File: src/rtl/traffic_timer_if.sv
// traffic_timer_if: links the traffic-light FSM to its countdown timer.
//   master (FSM side / bench): drives the program strobe, select and value,
//                              the interval code and start_timer;
//                              receives expired, remaining and busy.
//   slave  (timer side):       the reverse of master.
interface traffic_timer_if;
    logic       Prog_Sync;
    logic [1:0] Time_Param_Sel;
    logic [3:0] Time_Value;
    logic [1:0] interval;
    logic       start_timer;
    logic       expired;
    logic [3:0] remaining;
    logic       busy;

    modport master (
        output Prog_Sync, Time_Param_Sel, Time_Value, interval, start_timer,
        input  expired, remaining, busy
    );

    modport slave (
        input  Prog_Sync, Time_Param_Sel, Time_Value, interval, start_timer,
        output expired, remaining, busy
    );
endinterface

File: src/rtl/traffic_timer.sv
// traffic_timer: programmable one-second countdown timer for the traffic FSM.
//   clk        system clock, rising edge
//   Reset_Sync synchronous active-high reset
//   bus        traffic_timer_if.slave
//                in : Prog_Sync, Time_Param_Sel, Time_Value, interval, start_timer
//                out: expired (registered 1-cycle pulse), remaining, busy
// It holds the base, extended and yellow durations. A prescaler makes one-second
// ticks while a count is running.
module traffic_timer #(
    parameter int TICKS_PER_SEC = 1000000,
    parameter int DEF_BASE      = 6,
    parameter int DEF_EXT       = 3,
    parameter int DEF_YEL       = 2
) (
    input  logic           clk,
    input  logic           Reset_Sync,
    traffic_timer_if.slave bus
);
    localparam int PW = (TICKS_PER_SEC > 2) ? $clog2(TICKS_PER_SEC) : 1;
    localparam logic [PW-1:0] PRE_MAX = PW'(TICKS_PER_SEC - 1);
    localparam logic [3:0] DEF_BASE_V = 4'(DEF_BASE);
    localparam logic [3:0] DEF_EXT_V  = 4'(DEF_EXT);
    localparam logic [3:0] DEF_YEL_V  = 4'(DEF_YEL);

    logic [3:0]    base_q, base_d;
    logic [3:0]    ext_q,  ext_d;
    logic [3:0]    yel_q,  yel_d;
    logic [3:0]    rem_q,  rem_d;
    logic [PW-1:0] pre_q,  pre_d;
    logic          expired_q, expired_d;
    logic          tick;

    always_comb begin
        base_d    = base_q;
        ext_d     = ext_q;
        yel_d     = yel_q;
        rem_d     = rem_q;
        pre_d     = pre_q;
        expired_d = 1'b0;
        tick      = (rem_q != 4'd0) && (pre_q == PRE_MAX);

        // A value of zero restores the register's default.
        if (bus.Prog_Sync) begin
            case (bus.Time_Param_Sel)
                2'b00:   base_d = (bus.Time_Value == 4'd0) ? DEF_BASE_V : bus.Time_Value;
                2'b01:   ext_d  = (bus.Time_Value == 4'd0) ? DEF_EXT_V  : bus.Time_Value;
                2'b10:   yel_d  = (bus.Time_Value == 4'd0) ? DEF_YEL_V  : bus.Time_Value;
                default: ;
            endcase
        end

        // The start loads from the _q registers. A write on the same edge
        // therefore only takes effect on the next count. A start also drops
        // any tick on the same edge, and the aborted count issues no expired pulse.
        if (bus.start_timer) begin
            case (bus.interval)
                2'b01:   rem_d = ext_q;
                2'b10:   rem_d = yel_q;
                default: rem_d = base_q;
            endcase
            pre_d = '0;
        end else if (rem_q != 4'd0) begin
            if (tick) begin
                pre_d     = '0;
                rem_d     = rem_q - 4'd1;
                expired_d = (rem_q == 4'd1);
            end else begin
                pre_d = pre_q + PW'(1);
            end
        end
    end

    always_ff @(posedge clk) begin
        if (Reset_Sync) begin
            base_q    <= DEF_BASE_V;
            ext_q     <= DEF_EXT_V;
            yel_q     <= DEF_YEL_V;
            rem_q     <= 4'd0;
            pre_q     <= '0;
            expired_q <= 1'b0;
        end else begin
            base_q    <= base_d;
            ext_q     <= ext_d;
            yel_q     <= yel_d;
            rem_q     <= rem_d;
            pre_q     <= pre_d;
            expired_q <= expired_d;
        end
    end

    assign bus.expired   = expired_q;
    assign bus.remaining = rem_q;
    assign bus.busy      = (rem_q != 4'd0);
endmodule

File: src/flat_wrapper.sv
// flat-port wrapper written by rule: the top's interface ports become plain ports
module traffic_timer_flat 
#(
    parameter int TICKS_PER_SEC = 1000000,
    parameter int DEF_BASE      = 6,
    parameter int DEF_EXT       = 3,
    parameter int DEF_YEL       = 2
)
  (clk, Reset_Sync, bus_Prog_Sync, bus_Time_Param_Sel, bus_Time_Value, bus_interval, bus_start_timer, bus_expired, bus_remaining, bus_busy);
  traffic_timer_if bus_i ();
  input  logic clk;
  input  logic Reset_Sync;
  input wire logic [$bits(bus_i.Prog_Sync)-1:0] bus_Prog_Sync;
  input wire logic [$bits(bus_i.Time_Param_Sel)-1:0] bus_Time_Param_Sel;
  input wire logic [$bits(bus_i.Time_Value)-1:0] bus_Time_Value;
  input wire logic [$bits(bus_i.interval)-1:0] bus_interval;
  input wire logic [$bits(bus_i.start_timer)-1:0] bus_start_timer;
  output wire logic [$bits(bus_i.expired)-1:0] bus_expired;
  output wire logic [$bits(bus_i.remaining)-1:0] bus_remaining;
  output wire logic [$bits(bus_i.busy)-1:0] bus_busy;
  assign bus_i.Prog_Sync = bus_Prog_Sync;
  assign bus_i.Time_Param_Sel = bus_Time_Param_Sel;
  assign bus_i.Time_Value = bus_Time_Value;
  assign bus_i.interval = bus_interval;
  assign bus_i.start_timer = bus_start_timer;
  assign bus_expired = bus_i.expired;
  assign bus_remaining = bus_i.remaining;
  assign bus_busy = bus_i.busy;
  traffic_timer #(.TICKS_PER_SEC(TICKS_PER_SEC), .DEF_BASE(DEF_BASE), .DEF_EXT(DEF_EXT), .DEF_YEL(DEF_YEL)) u_core (.clk(clk), .Reset_Sync(Reset_Sync), .bus(bus_i));
endmodule
File: config.mk
export PLATFORM = sky130hd
export DESIGN_NAME = traffic_timer_flat
export DESIGN_NICKNAME = d
export VERILOG_FILES = /design/src/rtl/traffic_timer_if.sv /design/src/rtl/traffic_timer.sv /design/src/flat_wrapper.sv
export SDC_FILE = /design/constraint.sdc
export NUM_CORES = 1
export LEC_CHECK = 0
export CORE_MARGIN = 2
export CORE_UTILIZATION = 56
export CTS_BUF_LIST = sky130_fd_sc_hd__clkbuf_4 sky130_fd_sc_hd__clkbuf_8 sky130_fd_sc_hd__clkbuf_16
export CTS_CLUSTER_DIAMETER = 200
export DETAILED_ROUTE_END_ITERATION = 16
export DONT_BUFFER_PORTS = 1
export HOLD_SLACK_MARGIN = 0.15
export PLACE_DENSITY = 0.74
export SLEW_MARGIN = 20
export SYNTH_ARGS = -nofsm -noshare
export SYNTH_HDL_FRONTEND = slang
export SYNTH_SLANG_ARGS = --single-unit
File: constraint.sdc
create_clock -name clk -period 2.35 [get_ports clk]
set_input_delay 0.705 -clock clk [delete_from_list [all_inputs] [get_ports clk]]
set_output_delay 0.705 -clock clk [all_outputs]
set_load 0.01 [all_outputs]
==> results of run 1 <==
-- repair_timing --
| action | CTS | global route |
|---|---|---|
| endpoints found under the setup margin | 1 | 1 |
| hold buffers | 0 | 0 |
| cloned | 0 | 1 |
| pin swaps | 0 | 3 |
| gates resized for setup | 1 | 3 |
| endpoints found under the hold margin | 0 | 0 |
| setup buffers | 0 | 4 |
-- layout make-up --
type                       instances  area (µm²)
inverter                           9        33.8
timing repair buffer              12         103
clock inverter                     1        5.00
sequential                        37         744
fill                             277        1050
tap                               44        55.1
clock buffer                       7        65.1
multi-input combinational        158        1050
-- registers in the layout (all words and copies together) (netlist names) --
name and cells:
u_core.pre_q 20, u_core.yel_q 4, u_core.bus.expired 1, u_core.base_q 4, u_core.bus.remaining 4, u_core.ext_q 4
-- path summary, 6_finish.rpt --
path,cells after the start,start,slack (ns),endpoint
max,5,u_core.pre_q[7],0.09,u_core.bus.remaining[2]
min,1,Reset_Sync,0.41,u_core.yel_q[0]
max reg2reg,5,u_core.pre_q[7],0.09,u_core.bus.remaining[2]
min reg2reg,2,u_core.ext_q[1],0.49,u_core.ext_q[1]
-- layer usage --
metal  share of wire [%]  wire, µm  up-vias
li1                    -         -      815
met1                  45      1930      798
met3                 5.4       233        4
met2                  49      2080       54
met5                   0         0        -
met4                0.79        34        0
-- worst register-to-register path, delay by kind of cell, from the launching register on --
family / cells / cell delay [ns]
flip-flops: 1 / 0.36
buffers and inverters: 1 / 0.18
AND/OR/NAND/NOR: 2 / 1.29
AO/OA/AOI/OAI: 2 / 0.32
-- stage by stage --
stage / utilization (%) / hold slack, ns
floorplan: - / 0.452
global placement: 62.2 / 0.465
detailed placement: 62.2 / 0.474
CTS: 64.6 / 0.405
global route: 66.1 / 0.382
finish: 66.1 / 0.411
-- power by group through the flow --
stage | clock [mW] | combinational (mW) | sequential (mW)
2_1_floorplan | 0 | 0.0732 | 0.668
3_3_place_gp | 0 | 0.100 | 0.668
3_5_place_dp | 0 | 0.104 | 0.669
4_1_cts | 0.393 | 0.107 | 0.655
5_1_grt | 0.425 | 0.121 | 0.656
6_report | 0.393 | 0.108 | 0.654
-- logic make-up (layout without fill, tap and decap cells) --
| kind of cell | Yosys count | count (layout) |
|---|---|---|
| AOI/OAI and AO/OA | 48 | 48 |
| xor gates and xnor gates | 7 | 7 |
| adders and majority gates | 6 | 6 |
| buffers and inverters | 19 | 29 |
| DFF | 37 | 37 |
| muxes | 7 | 7 |
| and+or+nand+nor | 89 | 90 |
-- cells in the mapped netlist (3+ instances only) --
library cell	n	share of area (%)
nand4_1	4	1.4
a311oi_1	3	1.4
nand2_1	15	3.0
xor2_1	4	1.9
ha_1	6	4.1
or4_1	12	4.9
a21oi_1	11	3.0
inv_1	9	1.8
a211oi_1	3	1.2
o211ai_1	6	2.4
nand3_1	7	1.9
clkbuf_1	7	1.4
nor2_1	25	5.1
and4_1	3	1.4
dfxtp_1	37	40
or3_1	4	1.4
o31ai_1	12	4.9
nor3_1	6	1.6
xnor2_1	3	1.4
o21ai_0	4	1.1
mux2i_1	7	3.8
a22oi_1	4	1.6
==> metrics.yaml, run 1 <==
power_and_ir_drop:
  internal_power_uw: 859
  pwr-share-comb_pct: 9.3
  p_leak_nw: 0.750
  clkPwrFrac_pct: 34.0
  power.total_mw: 1.15
  sw_frac_of_total_pct: 25.6
  vdd_drop_max_v: 0.000350
  p_switching_uw: 296
  cellPowerDensity_mw_per_mm2: 563
  p_seq_share_pct: 56.6
finish:
  final_area_mm2: 0.00205
  drive_gt1_share_pct: 12.9
  area_growth_pct: 11.0
  antennaDiodeCount: 0
  final_cell_mix: "dfxtp_1, nor2_1, nand2_1"
  final_common_cell: "dfxtp_1"
  final_nets: 241
  final_cells: 268
detailed_routing:
  first_iter_violations: 100
  viasPerCell: 6.24
  wl_per_cell_um: 16.0
  vias: 1671
  wirelength_um: 4280
  drtAntennaViolNets: 0
  dr.pass1.iters: 5
  drcViolationCount: 0
outcome:
  status: "finished clean"
synthesis:
  synth_top_family_by_area: "simple AND/OR/NAND/NOR gates"
  yosys.area_share.adder_pct: 4.06
  synth.ff_latch_count: 37
  muxShareOfSynthArea_pct: 3.79
  ys_warn_count: 0
  synthFlopType: "dfxtp_1"
  synth_area_mm2: 0.00185
  yosys.area_share.simple_pct: 26.4
  synth.lib_cells_used.distinct: 39
  async_flop_share_pct: 0
  netlist_instances: 213
  ys_seq_area_share_pct: 40.1
  synth_compound_area_share_pct: 18.1
  yosys.area_share.xor_xnor_pct: 3.32
  synth_edf_count: 0
  syn-num-nets: 231
  syn_area_per_cell_um2: 8.68
global_routing:
  met2_usage_pct: 39.5
  grt_max_degree: 23
  global_route.overflow_total: 0
  top_usage_layer: "met2"
  grt_pass1_wl_um: 7060
  grt_pass1_vias: 1586
  use_met3_pct: 8.40
  grt_util_all_layers_pct: 25.0
  use_met1_pct: 32.1
  antenna_found_initial: 0
critical_path:
  arrival_ns: 2.49
  start_kind: "register"
  max_stage_delay_ns: 0.75
  worst_path_max_delay_cell: "or4_2"
  crit_family: "simple AND/OR/NAND/NOR gates"
  crit_chain: "or4b_4 > or4_2 > buf_4 > o31ai_1 > a311oi_1"
  worstPathRequired_ns: 2.57
  cp_max_fo: 5
  critPathKind: "register to register"
  path_buf_inv: 1
  endpoint_kind: "register"
floorplanning:
  fp.dieH_um: 61.5
  dieArea_mm2: 0.00378
  core_mm2: 0.00310
  start_util_pct: 59.6
  die_x_um: 61.5
  placementRows: 20
  io_pins: 18
cts:
  cts-root-buf: "clkbuf_4"
  numClockSinks: 37
  cts_buffers: 5
  clk_latency_ns: 0.34
  cts_buffer_depth: 2
  clk_pin_slew_ns: 0.12
  cts_tree: "done"
  htree_levels: 2
placed_design:
  finalWeightedCongestion: 0.816
  dp_hpwl_um: 2790
  placed_area_mm2: 0.00193
  io_buffer_count: 0
  dp_worst_setup_slack_ns: 0.0645
  dp.cells: 255
sta:
  skew_ns: 0.00645
  setup_viol: 0
  period_minus_slack_ns: 2.26
  post-route-period-util_pct: 96.3
  worst_slack_ns: 0.0865
  clock.fmax_ghz: 0.442
  max-slew-margin-rel_pct: 68.2
  rsz0062_at_grt: "false"
  slew_viol_final: 0
  hold_viol_final: 0
  fin_setup_tns_ns: 0
  worstMarginPinSlew_ns: 0.477
flow_run:
  cap_violations: 0
hold_path:
  hp-class: "primary input to register"
(Power assumes the default switching activity.)
==> run 2: changes to the inputs <==
--- a/constraint.sdc
+++ b/constraint.sdc
@@ -3,2 +3,2 @@
 set_output_delay 0.705 -clock clk [all_outputs]
-set_load 0.01 [all_outputs]
+set_load 0.05 [all_outputs]
==> metrics.yaml, run 2 (synthesized netlist as in run 1, its figures left out) <==
global_routing:
  grt_pass1_vias: 1487  # -6.2%
  grt_pass1_wl_um: 6580  # -6.7%
  grt_util_all_layers_pct: 23.9  # -1.1 points
  global_route.overflow_total: 0  # unchanged
  grt_max_degree: 23  # unchanged
  antenna_found_initial: 0  # unchanged
floorplanning:
  core_mm2: 0.00310  # unchanged
  start_util_pct: 59.6  # unchanged
  dieArea_mm2: 0.00378  # unchanged
  die_x_um: 61.5  # unchanged
  io_pins: 18  # unchanged
  placementRows: 20  # unchanged
  fp.dieH_um: 61.5  # unchanged
power_and_ir_drop:
  vdd_drop_max_v: 0.000392  # +12%
  cellPowerDensity_mw_per_mm2: 570  # +1.2%
  p_leak_nw: 0.761  # +1.4%
finish:
  final_cell_mix: "dfxtp_1, nor2_1, nand2_1"
  final_nets: 243  # +0.83%
  final_area_mm2: 0.00207  # +0.73%
  final_cells: 270  # +0.75%
  antennaDiodeCount: 0  # unchanged
  largest_reg_flops: 20  # unchanged
  final_common_cell: "dfxtp_1"
  nFillCells: 278  # +0.36%
  drive_gt1_share_pct: 15.0  # +2.1 points
  top_register: "u_core.pre_q"
  area_growth_pct: 11.8
cts:
  cts-root-buf: "clkbuf_4"
  clk_pin_slew_ns: 0.12  # about the same
  cts_buffer_depth: 2  # unchanged
  numClockSinks: 37  # unchanged
  cts_buffers: 5  # unchanged
  htree_levels: 2  # unchanged
  clk_latency_ns: 0.34  # about the same
  cts_tree: "done"
critical_path:
  critPathKind: "register to register"
  worstPathRequired_ns: 2.61  # +0.04 ns
  crit_family: "simple AND/OR/NAND/NOR gates"
  path_buf_inv: 0  # -1
  start_kind: "register"
  max_stage_delay_ns: 0.58  # -0.17 ns
  worst_path_max_delay_cell: "or4_4"
  endpoint_kind: "register"
  crit_chain: "or4b_4 > or4_4 > or4_1 > a311oi_1"
  cp_max_fo: 5  # unchanged
  arrival_ns: 2.55  # +0.06 ns
  reg2reg_setup_slack_ns: 0.06  # -0.03 ns
sta:
  hold_viol_final: 0  # unchanged
  max-slew-margin-rel_pct: 68.0  # -0.16 points
  worstMarginPinSlew_ns: 0.480  # +0.00241 ns
  fin_setup_tns_ns: 0  # unchanged
  skew_ns: 0.0130  # +0.00656 ns
  rsz0062_at_grt: "false"
  clock.fmax_ghz: 0.436  # -1.3%
  post-route-period-util_pct: 97.5  # +1.2 points
  setup_viol: 0  # unchanged
  slew_viol_final: 0  # unchanged
  period_minus_slack_ns: 2.29  # +0.0289 ns
flow_run:
  cap_violations: 0  # unchanged
detailed_routing:
  drtAntennaViolNets: 0  # unchanged
  wirelength_um: 3960  # -7.5%
  dr.pass1.iters: 4  # -1
  vias: 1656  # -0.90%
  drcViolationCount: 0  # unchanged
  viasPerCell: 6.13  # -1.6%
  first_iter_violations: 104  # +4.0%
  wl_per_cell_um: 14.7  # -8.2%
placed_design:
  placed_area_mm2: 0.00196  # +1.7%
  dp.cells: 259  # +1.6%
  io_buffer_count: 0  # unchanged
  finalWeightedCongestion: 0.841  # +3.1%
  dp_hpwl_um: 2790  # +0.23%
outcome:
  status: "finished clean"
hold_path:
  hp-class: "primary input to register"
## run 2: cell types whose count changed in the layout (fill, tap and decap cells not counted), sizes merged
cell  delta
buf      +2
## run 2: report_power, final
part | switching, mW | internal (mW)
Clock | 0.212 | 0.174
Combinational | 0.0891 | 0.0506
Sequential | 0.00945 | 0.643
Total | 0.311 | 0.867
## run 2: per-layer routing
layer | GRT usage (%) | share of wire (%) | vias to the layer above
met2 | 37.7 | 49 | 46
met3 | 5.46 | 6.5 | 5
met4 | 9.12 | 1.1 | 0
met5 | 0 | 0 | -
met1 | 32.0 | 44 | 787
li1 | - | - | 818
## run 2: final timing paths
check | cells after the start | endpoint | start
worst min register to register | 2 | u_core.pre_q[19] | u_core.pre_q[19]
worst max register to register | 4 | u_core.bus.remaining[3] | u_core.pre_q[7]
worst max-delay path | 4 | u_core.bus.remaining[3] | u_core.pre_q[7]
worst min-delay path | 1 | u_core.base_q[3] | Reset_Sync
## run 2: cell type report
| type | count | area [µm²] | share of cell area [%] |
|---|---|---|---|
| clock buffer | 7 | 65.1 | 3.15 |
| clock inverter | 1 | 5.00 | 0.242 |
| inverter | 9 | 33.8 | 1.63 |
| multi-input combinational | 158 | 1050 | 50.6 |
| sequential | 37 | 744 | 36.0 |
| tap | 44 | 55.1 | 2.66 |
| timing repair buffer | 14 | 118 | 5.69 |
## run 2: metrics by stage
stage | power [mW] | utilization [%] | hold WS (ns) | setup WS (ns)
6_report | 1.18 | 66.6 | 0.415 | 0.0576
3_5_place_dp | 0.803 | 63.3 | 0.470 | 0.0699
5_1_grt | 1.22 | 66.6 | 0.387 | 0.0126
2_1_floorplan | 0.766 | - | 0.452 | 0.0348
4_1_cts | 1.18 | 65.5 | 0.400 | 0.0189
3_3_place_gp | 0.801 | 63.3 | 0.465 | 0.125
## run 2: what timing repair did
action,4_1_cts,5_1_grt
gates resized for setup,0,3
endpoints found under the setup margin,0,2
hold buffers,0,0
setup buffers,0,2
==> run 3: changes to the inputs <==
- GPL_TIMING_DRIVEN: not set -> 1
- REMOVE_ABC_BUFFERS: not set -> 1
==> metrics.yaml, run 3 (synthesized netlist as in run 1, its figures left out) <==
sta:
  hold_viol_final: 0  # unchanged
  slew_viol_final: 0  # unchanged
  setup_viol: 0  # unchanged
  max-slew-margin-rel_pct: 68.3  # +0.31 points
  skew_ns: 0.0100  # -0.00301 ns
  rsz0062_at_grt: "false"
  clock.fmax_ghz: 0.443  # +1.5%
  worstMarginPinSlew_ns: 0.475  # -0.00530 ns
  post-route-period-util_pct: 96.1  # -1.5 points
  period_minus_slack_ns: 2.26  # -0.0347 ns
detailed_routing:
  drtAntennaViolNets: 0  # unchanged
  dr.pass1.iters: 4  # unchanged
  vias: 1620  # -2.2%
  wl_per_cell_um: 15.0  # +2.1%
  wirelength_um: 4000  # +0.93%
  drcViolationCount: 0  # unchanged
  viasPerCell: 6.07  # -1.1%
  first_iter_violations: 87  # -16%
hold_path:
  hold_path_depth: 1  # unchanged
  hp-class: "primary input to register"
finish:
  drive_gt1_share_pct: 12.6  # -2.5 points
  final_core_util_pct: 66.4  # -0.20 points
  final_common_cell: "dfxtp_1"
  final_cell_mix: "dfxtp_1, nor2_1, nand2_1"
  top_register: "u_core.pre_q"
  final_area_mm2: 0.00206  # -0.30%
  final_nets: 240  # -1.2%
  antennaDiodeCount: 0  # unchanged
  area_growth_pct: 11.4
  largest_reg_flops: 20  # unchanged
global_routing:
  grt_pass1_wl_um: 6500  # -1.3%
  antenna_found_initial: 0  # unchanged
  global_route.overflow_total: 0  # unchanged
  grt_pass1_vias: 1508  # +1.4%
  grt_util_all_layers_pct: 23.2  # -0.72 points
  grt_max_degree: 18  # -22%
cts:
  htree_levels: 2  # unchanged
  hold_buffers: 0  # unchanged
  clk_latency_ns: 0.35  # about the same
  clk_pin_slew_ns: 0.12  # about the same
  cts-root-buf: "clkbuf_4"
  numClockSinks: 37  # unchanged
  cts_buffer_depth: 2  # unchanged
  cts_buffers: 5  # unchanged
  cts_tree: "done"
critical_path:
  endpoint_kind: "register"
  worstPathRequired_ns: 2.62  # about the same
  start_kind: "register"
  critPathKind: "register to register"
  worst-r2r-cell-count: 4  # unchanged
  cp_max_fo: 6  # +1
  arrival_ns: 2.52  # -0.03 ns
outcome:
  status: "finished clean"
placed_design:
  dp_hpwl_um: 2850  # +1.9%
  io_buffer_count: 0  # unchanged
  finalWeightedCongestion: 0.807  # -4.0%
  placed_area_mm2: 0.00195  # -0.89%
floorplanning:
  io_pins: 18  # unchanged
  core_mm2: 0.00310  # unchanged
  fp.dieH_um: 61.5  # unchanged
  placementRows: 20  # unchanged
  die_x_um: 61.5  # unchanged
  dieArea_mm2: 0.00378  # unchanged
  start_util_pct: 59.6  # unchanged
power_and_ir_drop:
  sw_frac_of_total_pct: 25.3  # -1.1 points
  p_seq_share_pct: 51.2  # -4.2 points
  cellPowerDensity_mw_per_mm2: 619  # +8.6%
  internal_power_uw: 953  # +9.9%
  pwr-share-comb_pct: 11.5  # -0.4 points
  vdd_drop_max_v: 0.000432  # +10%
  p_leak_nw: 0.751  # -1.3%
  p_switching_uw: 322  # +3.6%
  clkPwrFrac_pct: 37.3  # +4.5 points
flow_run:
  cap_violations: 0  # unchanged
[run 3: power by group through the flow]
stage          clock network (mW)  logic, mW  registers [mW]
4_1_cts                     0.486      0.144           0.651
5_1_grt                     0.511      0.159           0.655
3_5_place_dp                    0      0.142           0.665
3_3_place_gp                    0      0.139           0.664
2_1_floorplan                   0     0.0784           0.683
6_report                    0.476      0.147           0.652
[run 3: repair_timing]
action	4_1_cts	5_1_grt
pin swaps	0	1
endpoints found under the setup margin	1	3
resized for setup	1	3
setup buffers	0	2
[run 3: critical path: stages (launching register included)]
cell and delay (ns):
dfxtp_2 0.35, or4b_1 0.51, or4_4 0.58, or4_1 0.47
a311oi_1 0.25
[run 3: final cells by class]
| class | instances | area (µm²) |
|---|---|---|
| multi-input combinational | 157 | 1040 |
| clock inverter | 2 | 37.5 |
| tap | 44 | 55.1 |
| timing repair buffer | 12 | 100 |
| fill | 270 | 1040 |
| sequential | 37 | 743 |
| clock buffer | 6 | 51.3 |
| inverter | 9 | 33.8 |
[run 3: through the flow]
step	worst slack, ns	power (mW)	std cells	TNS [ns]	hold slack, ns
floorplan	-0.382	0.762	203	-3.64	0.452
global placement	0.125	0.803	257	0	0.465
detailed placement	0.0938	0.807	257	0	0.477
CTS	0.0697	1.28	265	0	0.395
global route	0.0183	1.32	267	0	0.381
finish	0.0923	1.27	267	0	0.403
[run 3: path summary, 6_finish.rpt]
path / start / endpoint / slack [ns]
max: u_core.pre_q[7] / u_core.bus.remaining[3] / 0.09
max reg2reg: u_core.pre_q[7] / u_core.bus.remaining[3] / 0.09
min: Reset_Sync / u_core.yel_q[0] / 0.40
min reg2reg: u_core.ext_q[0] / u_core.ext_q[0] / 0.50
[run 3: per-layer routing]
metal / wire [µm] / track usage [%] / vias up
met3: 191 / 6.51 / 6
met5: 0 / 0 / -
met4: 42 / 7.29 / 0
met2: 1830 / 38.1 / 36
li1: - / - / 821
met1: 1930 / 29.6 / 757
